File: config.mk
export PLATFORM = sky130hd
export DESIGN_NAME = bus_rr_arbiter
export DESIGN_NICKNAME = d
export VERILOG_FILES = /design/src/rtl/bus_rr_arbiter_pkg.sv /design/src/rtl/bus_rr_pick.sv /design/src/rtl/bus_rr_arbiter.sv
export SDC_FILE = /design/constraint.sdc
export NUM_CORES = 1
export LEC_CHECK = 0
export ABC_CLOCK_PERIOD_IN_PS = 1500
export CAP_MARGIN = 20
export CELL_PAD_IN_SITES_DETAIL_PLACEMENT = 1
export CELL_PAD_IN_SITES_GLOBAL_PLACEMENT = 1
export CORE_ASPECT_RATIO = 1.25
export CORE_MARGIN = 5
export CORE_UTILIZATION = 36
export DETAILED_ROUTE_END_ITERATION = 7
export PLACE_DENSITY = 0.79
export SYNTH_ARGS = -nofsm -noshare
export SYNTH_HDL_FRONTEND = slang
export SYNTH_HIERARCHICAL = 1
export SYNTH_SLANG_ARGS = --single-unit
File: constraint.sdc
create_clock -name clk -period 1.5 [get_ports clk]
set_input_delay 0.3 -clock clk [delete_from_list [all_inputs] [get_ports clk]]
set_output_delay 0.3 -clock clk [all_outputs]
set_load 0.05 [all_outputs]
File: src/rtl/bus_rr_arbiter_pkg.sv
`default_nettype none
// ============================================================================
// Module      : bus_rr_arbiter_pkg
// Description : Shared constants for the four-master system bus arbiter:
//               FSM state encodings, master count, owner index width and
//               the default transfer watchdog limit.
// Revision    : 1.0 - initial release
// ============================================================================
package bus_rr_arbiter_pkg;

   localparam int BUS_MASTER_CH = 4;
   localparam int BUS_OWNER_W   = 2;
   localparam int BUS_TIMEOUT   = 255;
   localparam int BUS_CNT_W     = 8;

   localparam logic [1:0] BUS_ARB_IDLE  = 2'd0;
   localparam logic [1:0] BUS_ARB_OWNED = 2'd1;
   localparam logic [1:0] BUS_ARB_XFER  = 2'd2;
   localparam logic [1:0] BUS_ARB_ABORT = 2'd3;

endpackage : bus_rr_arbiter_pkg
`default_nettype wire

File: src/rtl/bus_rr_pick.sv
`default_nettype none
// ============================================================================
// Module      : bus_rr_pick
// Description : Combinational round-robin selector. Returns the first
//               requester found searching ptr, ptr+1, ... (mod 4).
// Ports       : req     - request vector, active-high
//               ptr     - index where the search starts
//               winner  - index of the selected requester
//               any_req - high when at least one request is present
// Revision    : 1.0 - initial release
// ============================================================================
module bus_rr_pick
   import bus_rr_arbiter_pkg::*;
(
   input  logic [BUS_MASTER_CH-1:0] req,
   input  logic [BUS_OWNER_W-1:0]   ptr,
   output logic [BUS_OWNER_W-1:0]   winner,
   output logic                     any_req
);

   // Walk the offsets from farthest to nearest so the nearest requester
   // (lowest offset from ptr) is the last assignment and therefore wins.
   // The 2-bit addition wraps 3 -> 0 naturally.
   always_comb begin
      winner  = ptr;
      any_req = |req;
      for (int i = BUS_MASTER_CH - 1; i >= 0; i--) begin
         if (req[ptr + BUS_OWNER_W'(i)]) begin
            winner = ptr + BUS_OWNER_W'(i);
         end
      end
   end

endmodule : bus_rr_pick
`default_nettype wire

File: src/rtl/bus_rr_arbiter.sv
`default_nettype none
// ============================================================================
// Module      : bus_rr_arbiter
// Description : Round-robin arbiter and transfer watchdog for the four-master
//               shared bus. Grants one master at a time, tracks each transfer
//               from address strobe to slave ready and aborts it with a
//               synthetic ready plus an error pulse when the slave is silent
//               for TIMEOUT cycles.
// Ports       : clk, reset (async, active-high)
//               mReq_[3:0]  per-master request, active-low
//               mAs_[3:0]   per-master address strobe, active-low
//               sRdy_       shared slave ready, active-low
//               mGrnt_[3:0] per-master grant, active-low, one-hot-low
//               owner[1:0]  granted master index (mux select)
//               ownerVld    a grant is held
//               forceRdy_   synthetic ready on abort, active-low pulse
//               busErr      one-cycle pulse on abort
//               errMaster   owner index at the last abort
// Revision    : 1.0 - initial release
// ============================================================================
module bus_rr_arbiter
   import bus_rr_arbiter_pkg::*;
#(
   parameter int TIMEOUT = BUS_TIMEOUT
)(
   input  logic                     clk,
   input  logic                     reset,
   input  logic [BUS_MASTER_CH-1:0] mReq_,
   input  logic [BUS_MASTER_CH-1:0] mAs_,
   input  logic                     sRdy_,
   output logic [BUS_MASTER_CH-1:0] mGrnt_,
   output logic [BUS_OWNER_W-1:0]   owner,
   output logic                     ownerVld,
   output logic                     forceRdy_,
   output logic                     busErr,
   output logic [BUS_OWNER_W-1:0]   errMaster
);

   localparam logic [BUS_CNT_W-1:0] C_CNT_LAST = BUS_CNT_W'(TIMEOUT - 1);

   logic [1:0]               state_q, state_d;
   logic [BUS_OWNER_W-1:0]   ptr_q, ptr_d;
   logic [BUS_CNT_W-1:0]     cnt_q, cnt_d;
   logic [BUS_MASTER_CH-1:0] mgrnt_q, mgrnt_d;
   logic [BUS_OWNER_W-1:0]   owner_q, owner_d;
   logic                     owner_vld_q, owner_vld_d;
   logic                     force_rdy_q, force_rdy_d;
   logic                     bus_err_q, bus_err_d;
   logic [BUS_OWNER_W-1:0]   err_master_q, err_master_d;

   logic [BUS_OWNER_W-1:0]   w_winner;
   logic                     w_any_req;
   logic                     w_owner_as;
   logic                     w_owner_rel;
   logic                     w_rdy;
   logic                     w_cnt_last;

   assign w_owner_as  = ~mAs_[owner_q];
   assign w_owner_rel = mReq_[owner_q];
   assign w_rdy       = ~sRdy_;
   assign w_cnt_last  = (cnt_q == C_CNT_LAST);

   bus_rr_pick u_pick (
      .req     (~mReq_),
      .ptr     (ptr_q),
      .winner  (w_winner),
      .any_req (w_any_req)
   );

   // State register and all output registers
   always_ff @(posedge clk or posedge reset) begin
      if (reset) begin
         state_q      <= BUS_ARB_IDLE;
         ptr_q        <= '0;
         cnt_q        <= '0;
         mgrnt_q      <= '1;
         owner_q      <= '0;
         owner_vld_q  <= 1'b0;
         force_rdy_q  <= 1'b1;
         bus_err_q    <= 1'b0;
         err_master_q <= '0;
      end else begin
         state_q      <= state_d;
         ptr_q        <= ptr_d;
         cnt_q        <= cnt_d;
         mgrnt_q      <= mgrnt_d;
         owner_q      <= owner_d;
         owner_vld_q  <= owner_vld_d;
         force_rdy_q  <= force_rdy_d;
         bus_err_q    <= bus_err_d;
         err_master_q <= err_master_d;
      end
   end

   // Next-state logic. Release is honoured only in OWNED, so a master that
   // drops its request mid-transfer keeps the bus until the transfer ends.
   always_comb begin
      state_d = state_q;
      ptr_d   = ptr_q;
      cnt_d   = cnt_q;
      unique case (state_q)
         BUS_ARB_IDLE: begin
            if (w_any_req) state_d = BUS_ARB_OWNED;
         end
         BUS_ARB_OWNED: begin
            if (w_owner_as) begin
               state_d = BUS_ARB_XFER;
               cnt_d   = '0;
            end else if (w_owner_rel) begin
               state_d = BUS_ARB_IDLE;
               ptr_d   = owner_q + 1'b1;
            end
         end
         BUS_ARB_XFER: begin
            // Ready has priority over the last watchdog count.
            if (w_rdy) begin
               state_d = BUS_ARB_OWNED;
            end else if (w_cnt_last) begin
               state_d = BUS_ARB_ABORT;
            end else begin
               cnt_d = cnt_q + 1'b1;
            end
         end
         BUS_ARB_ABORT: begin
            state_d = BUS_ARB_OWNED;
         end
         default: begin
            state_d = BUS_ARB_IDLE;
         end
      endcase
   end

   // Output logic: next values of the registered outputs, keyed on the
   // transition being taken so every output changes on the same edge as
   // the state.
   always_comb begin
      mgrnt_d      = mgrnt_q;
      owner_d      = owner_q;
      owner_vld_d  = owner_vld_q;
      force_rdy_d  = 1'b1;
      bus_err_d    = 1'b0;
      err_master_d = err_master_q;
      if (state_q == BUS_ARB_IDLE && state_d == BUS_ARB_OWNED) begin
         mgrnt_d     = ~(BUS_MASTER_CH'(1) << w_winner);
         owner_d     = w_winner;
         owner_vld_d = 1'b1;
      end
      if (state_q == BUS_ARB_OWNED && state_d == BUS_ARB_IDLE) begin
         mgrnt_d     = '1;
         owner_vld_d = 1'b0;
      end
      if (state_d == BUS_ARB_ABORT) begin
         force_rdy_d  = 1'b0;
         bus_err_d    = 1'b1;
         err_master_d = owner_q;
      end
   end

   assign mGrnt_    = mgrnt_q;
   assign owner     = owner_q;
   assign ownerVld  = owner_vld_q;
   assign forceRdy_ = force_rdy_q;
   assign busErr    = bus_err_q;
   assign errMaster = err_master_q;

endmodule : bus_rr_arbiter
`default_nettype wire
# Yosys cells after proc, flatten, opt, wreduce, memory -nomap -nowiden
# Cells that the tools add are included.
dict set report op_classes {
  n_lt_le_gt_ge 5
  n_reduce_logical 9
  n_eq_ne 9
  muxes 32
  bitwise 2
  n_shift 1
  addsub 5
}
# operator n
set op_table {}
lappend op_table {{8-bit 2-to-1 mux} 3}
lappend op_table {{2-bit 2-to-1 mux} 9}
lappend op_table {{8-bit one-hot mux with 2 select lines} 1}
lappend op_table {{2-bit by 3-bit < comparator with 1-bit output (second input constant)} 5}
lappend op_table {{1-bit binary-select mux with 2-bit select} 6}
lappend op_table {{1-bit 2-to-1 mux} 10}
lappend op_table {{8-bit by 1-bit adder with 8-bit output (second input constant)} 1}
lappend op_table {{8-bit == test (second input constant)} 1}
lappend op_table {{4-bit 2-to-1 mux} 2}
lappend op_table {{4-bit inverter} 2}
lappend op_table {{2-bit one-hot mux with 4 select lines} 1}
lappend op_table {{2-bit == test (second input constant)} 3}
lappend op_table {{2-bit inequality test (second input constant)} 3}
lappend op_table {{2-bit by 1-bit adder with 2-bit output (second input constant)} 2}
lappend op_table {{2-bit adder (second input constant)} 2}
lappend op_table {{2-bit by 1-bit == test with 1-bit output (second input constant)} 2}
lappend op_table {{2-bit zero test} 2}
lappend op_table {{4-bit AND reduction} 1}
lappend op_table {{2-bit nonzero test} 2}
lappend op_table {{4-bit OR reduction} 1}
lappend op_table {{1-bit by 2-bit << shifter with 4-bit output (first input constant)} 1}
lappend op_table {{3-bit AND reduction} 1}
lappend op_table {{1-bit logical AND} 2}
dict set report word_totals {
  ff_bits 23
}

# Logic depth before layout (Yosys ltp)
dict set report logic_depth {
  depth_word 11
  depth_mapped 8
}

# Cells and area by module
# Netlist, hierarchy kept.
# mod area_each_um2 instances cells_per_inst seq_area_each_um2
set modules_own_cells {}
lappend modules_own_cells {bus_rr_arbiter 1101.1 1 97 581.8}
lappend modules_own_cells {bus_rr_pick 100.1 1 16 0.0}

# Worst setup path after synthesis
# No wires, ideal clock.
dict set report synth_path {
  kind {register to register}
  start {reg owner_q[0], in the netlist owner[0]}
  end {reg cnt_q[0]}
  setup_time_ps 123
  path_buffers 0
  path_stages_with_launch 5
  required_time_ps 1377
  setup_slack_ps -461
  synth_period_minus_slack_ps 1961
  arrival_time_ps 1837
  cell_sequence {dfrtp_1 > mux4_2 > nor3b_4 > nand3b_1 > o21ai_1}
}
dict set report synth_between {
  elab_chain_cells 4
}
# item line_no
set synth_lines {}
lappend synth_lines {{from (decl)} bus_rr_arbiter.sv:45} ;# logic [BUS_OWNER_W-1:0] owner_q, owner_d;
lappend synth_lines {{from (signal assigned)} bus_rr_arbiter.sv:87} ;# owner_q <= owner_d;
lappend synth_lines {{1-bit binary-select mux with 2-bit select} bus_rr_arbiter.sv:58} ;# assign w_owner_as = ~mAs_[owner_q];
lappend synth_lines {{1-bit 2-to-1 mux (not written as such)} bus_rr_arbiter.sv:58}
lappend synth_lines {{2-bit inequality test (no line)} -}
lappend synth_lines {{4-bit AND reduction (no line)} -}
lappend synth_lines {{to (signal assigned)} bus_rr_arbiter.sv:85} ;# cnt_q <= cnt_d;
lappend synth_lines {{to (decl)} bus_rr_arbiter.sv:43} ;# logic [BUS_CNT_W-1:0] cnt_q, cnt_d;
# Every way passes these cells. The select of a mux whose other input is x is not followed.
# A chain may end at the register's enable or synchronous reset.

# Worst setup path in the final report
dict set report layout_path {
  start {reg owner_q[0], in the netlist owner[0]}
  end {reg state_q[1]}
}
dict set report layout_between {
  elab_chain_cells 5
  elab_cells_between_ends 7
}
# item line_no
set layout_lines {}
lappend layout_lines {{1-bit binary-select mux with 2-bit select} bus_rr_arbiter.sv:59} ;# assign w_owner_rel = mReq_[owner_q];
lappend layout_lines {{1-bit 2-to-1 mux (not written as such)} bus_rr_arbiter.sv:59}
lappend layout_lines {{2-bit 2-to-1 mux} bus_rr_arbiter.sv:109} ;# end else if (w_owner_rel) begin
lappend layout_lines {{2-bit 2-to-1 mux (*)} bus_rr_arbiter.sv:106} ;# if (w_owner_as) begin
lappend layout_lines {{2-bit one-hot mux with 4 select lines (*)} bus_rr_arbiter.sv:101} ;# unique case (state_q)
lappend layout_lines {{named net state_d[1]} bus_rr_arbiter.sv:41} ;# logic [1:0] state_q, state_d;
lappend layout_lines {{to (signal assigned)} bus_rr_arbiter.sv:83} ;# state_q <= state_d;
lappend layout_lines {{to (decl)} bus_rr_arbiter.sv:41}
# The timed path passes the listed nets; every way through them passes the cells marked *. The select of a mux whose other input is x is not followed.

==> impl.org <==
** Clock network
- For the worst-skew pair, the clock arrives at the later sink with an insertion delay of 0.27 ns.
- Clock tree from TritonCTS :: yes
- Sinks on the clock net :: 23
- The clock passes through at most 2 buffers.
- Root buf cell :: clkbuf_8
- Hold-fix buffers, CTS :: 0
- H-tree depth :: 1
- Clock-pin slew was measured on the worst setup and hold paths at 0.09 ns.
- The number of clock buffers added by TritonCTS is 3.

** STA
- After layout, the minimum clock period comes to 1.573 ns.
- Final Hold Violating Endpoints :: 0
- Slew at the pin closest to its max-slew limit :: 0.3181 ns
- Worst max-slew margin expressed relative to the limit :: 78.79%
- Setup violations remaining at the end of the flow were counted as 15.
- Number of max-slew violations in the final report :: 0
- Across all setup checks in the final design, the least slack found is -0.07298 ns.
- For the final database, setup skew stands at 0.002808 ns.
- Setup repair after global routing could not meet its margin everywhere.
- The tightest hold path in the finished design has a slack of 0.4054 ns.
- In the finished design, the share of the clock period the worst path needs comes to 104.9%.
- Derived from the worst setup path, the maximum achievable clock frequency is 635.7 MHz.

** Global routing
- The total overflow left after global routing is 0.
- The initial antenna violation count was 0.
- First-pass GRT wire length :: 6.575 mm
- The number of global-route vias before repair is 1,321.
- Largest net degree at the start of global routing :: 24
- Global-route usage over all layers :: 19.87%

** Drt
- Dividing the detail-routed wire length by the instance count gives 20.36 um.
- Before antenna repair, the detailed router went through 4 iterations.
- The count of nets left with antenna violations once routing finished came out at 0.
- Detailed router's first-iteration violation count :: 33
- Aggregate routed wire length :: 4.297 mm
- In the routed design, unresolved DRC markers number 0.
- Total number of vias :: 1,156
- Using the TritonRoute via totals, the vias-per-cell ratio works out to 5.479.

** Die
- Once the floorplan was initialized, standard cells occupied 37.27% of the core.
- Core footprint :: 3223 um2
- Die Y :: 74.58 um
- Placement row count :: 23
- Number of placed I/O pins :: 22
- The die covers 4599 um2.
- The die is 61.67 um wide.

** Cells and area
- The final layout contains 188 nets.
- At the end of the flow the core is filled with cells to 64.09%.
- In the final layout, the share of cells above drive strength 1 is 55.75%.
- Multi-input gate area in the final layout :: 737.0 um2
- The number of antenna diodes in the final layout is 0.
- Signed area change from the synthesized netlist to the final layout :: 71.98%
- Highest-count cells in the layout ignoring fill and taps :: buf_4 (32), dfrtp_1 (17), buf_12 (12)
- The sequential cells in the finished layout cover a total of 583.1 um2.
- Leading cell type in the layout, fill and taps excluded :: buf_4
- After filler insertion, the fill cell instance count of the layout stands at 336.

** Synthesis
- Summing the sequential cell areas from Yosys gives 48.44% of the chip area.
- Netlist area before placement :: 1201 um2
- Gate count after technology mapping :: 113
- In this run, synthesis produced a sequential element count of 23.
- The number of nets in the synthesized netlist is 126.
- Averaged over all synthesized cells, the footprint is 10.63 um2.
- Total of warnings raised by yosys :: 6
- Synth cell types :: 39

** Worst setup path
- Type of the setup path with the least slack :: reg -> reg
- Kind of end point of the critical path :: register
- Of all nets on the critical path, the largest fanout is 6.
- At the worst endpoint, the arrival time is 1.79 ns.
- STA classifies the critical path startpoint as a register.
- Required time of the worst setup path :: 1.72 ns

** Power
- Fraction of power spent switching nets :: 40.90%
- Part of the total power dissipated in sequential elements :: 27.0%
- Power Internal :: 0.002081 W
- Combinational Power Share :: 61.6%
- Worst-case vdd ir drop :: 0.001120 V
- For this design the total switching power over the nets is 0.001440 W.
- For this design the static power due to leakage is 0.9499 nW.
- Proportion of power drawn by the clock network :: 11.4%
- For this design the ratio of total power to cell area is 1705 nW/um2.

** Outcome
- The flow ran to the end, but the final reports show violations.
- Failing checks :: negative setup slack

** Worst hold path
- In this run the worst hold path is classified as in -> async.

** Placed design
- At the end of routability-driven placement, the weighted congestion stood at 0.9008.
- The wire-length estimate of the detail-placed layout is 2.748 mm.
- Number of buffers added on ports :: 21

** Run
- Number of maximum-capacitance constraint violations :: 0
[Yosys cell counts]
master | number | area share, %
o21ai_1 | 3 | 1.2
and2b_2 | 2 | 1.5
and4_1 | 1 | 0.73
nor2_1 | 4 | 1.2
nor3_1 | 3 | 1.2
ha_1 | 2 | 2.1
and2b_1 | 1 | 0.63
mux4_2 | 1 | 1.9
dfstp_2 | 5 | 11
clkbuf_1 | 1 | 0.31
a2bb2oi_1 | 1 | 0.73
and3_1 | 1 | 0.52
a41o_1 | 1 | 0.83
and4_2 | 1 | 0.83
o31ai_1 | 1 | 0.63
nand2_1 | 10 | 3.1
and2_1 | 3 | 1.6
o221a_2 | 1 | 0.94
nand3_1 | 2 | 0.83
nand2b_1 | 2 | 1.0
nor3_2 | 1 | 0.83
nand3b_1 | 5 | 3.1
and3b_1 | 1 | 0.73
nand4_2 | 1 | 1.0
nor3b_4 | 1 | 1.6
and4b_1 | 2 | 1.7
a211oi_1 | 2 | 1.2
xnor2_1 | 1 | 0.73
dfrtp_1 | 18 | 37
mux4_1 | 1 | 2.2
o21ai_0 | 7 | 2.9
mux2_2 | 4 | 3.7
or4_1 | 1 | 0.63
a31oi_1 | 2 | 1.0
nor3b_1 | 1 | 0.63
inv_1 | 11 | 3.4
o21a_1 | 1 | 0.63
a21oi_1 | 5 | 2.1
a311oi_1 | 2 | 1.5
[flip-flops by register name, indices dropped and copies added (netlist names)]
register,count
cnt_q,8
mGrnt_,4
errMaster,2
owner,2
ptr_q,2
state_q,2
busErr,1
forceRdy_,1
ownerVld,1
[area by class of cell]
| class | count | share of cell area [%] |
|---|---|---|
| Multi-Input combinational cell | 79 | 35.68 |
| Timing Repair Buffer | 57 | 29.62 |
| Sequential cell | 23 | 28.23 |
| Tap cell | 37 | 2.241 |
| Clock buffer | 3 | 1.999 |
| Inverter | 11 | 1.999 |
| Clock inverter | 1 | 0.2423 |
[layer usage]
layer / vias up / part of all wire, % / GRT usage [%]
met5: - / 0 / 0
met4: 0 / 2.2 / 8.255
met3: 9 / 3.0 / 2.951
met2: 30 / 57 / 36.32
met1: 578 / 38 / 22.27
li1: 539 / - / -
[final timing paths]
kind | end | from | slack [ns] | depth (start not counted)
hold reg to reg | mGrnt_[0]$_DFFE_PP1P_ | mGrnt_[0]$_DFFE_PP1P_ | 0.57 | 2
setup reg to reg | state_q[1]$_DFF_PP0_ | owner[0]$_DFFE_PP0P_ | -0.07 | 4
min in group clk | mGrnt_[0]$_DFFE_PP1P_ | mGrnt_[0]$_DFFE_PP1P_ | 0.57 | 2
setup / recovery | state_q[1]$_DFF_PP0_ | owner[0]$_DFFE_PP0P_ | -0.07 | 4
hold / removal | cnt_q[3]$_DFFE_PP0P_ | reset | 0.41 | 3
max in group asynchronous | mGrnt_[2]$_DFFE_PP1P_ | reset | 0.80 | 3
[through the flow]
stage               std cells  cell area, um2  TNS (ns)  total power [W]  setup WS, ns
finish                    211            2066   -0.5804         0.003522      -0.07298
CTS                       208            1958   -0.6865         0.003298      -0.07754
global placement          198            1775    -8.756         0.002546       -0.7580
floorplan                 113            1204    -1.863         0.001783       -0.2730
detailed placement        198            1775    -10.00         0.002616       -0.8723
global route              211            2066    -1.765         0.003703       -0.1437
[power by group through the flow]
stage	logic (W)	clock network (W)	registers (W)
3_3_place_gp	0.00160	0	0.000947
6_report	0.00217	0.000400	0.000952
5_1_grt	0.00229	0.000437	0.000971
2_1_floorplan	0.000548	0	0.00123
3_5_place_dp	0.00167	0	0.000948
4_1_cts	0.00195	0.000406	0.000943
[critical path, stage by stage, from the launching register on]
cell,delay (ns)
dfrtp_2,0.40
mux4_2,0.56
nor3b_4,0.26
buf_6,0.17
nand2b_4,0.12
[logic make-up after synthesis]
| logic type | after synthesis | share of synthesized area, % |
|---|---|---|
| and+or+nand+nor | 43 | 23.44 |
| muxes | 6 | 7.812 |
| buffers and inverters | 12 | 3.750 |
| AOI/OAI and AO/OA | 26 | 13.75 |
| adders and majority gates | 2 | 2.083 |
| DFF | 23 | 48.44 |
| xor gates and xnor gates | 1 | 0.7293 |
[what timing repair did]
action,in CTS,in global routing
pin swaps,11,8
cloned,1,0
setup endpoints to repair,21,21
gates resized for setup,37,15
buffers inserted,6,3
Power figures use the tool's default switching activity.
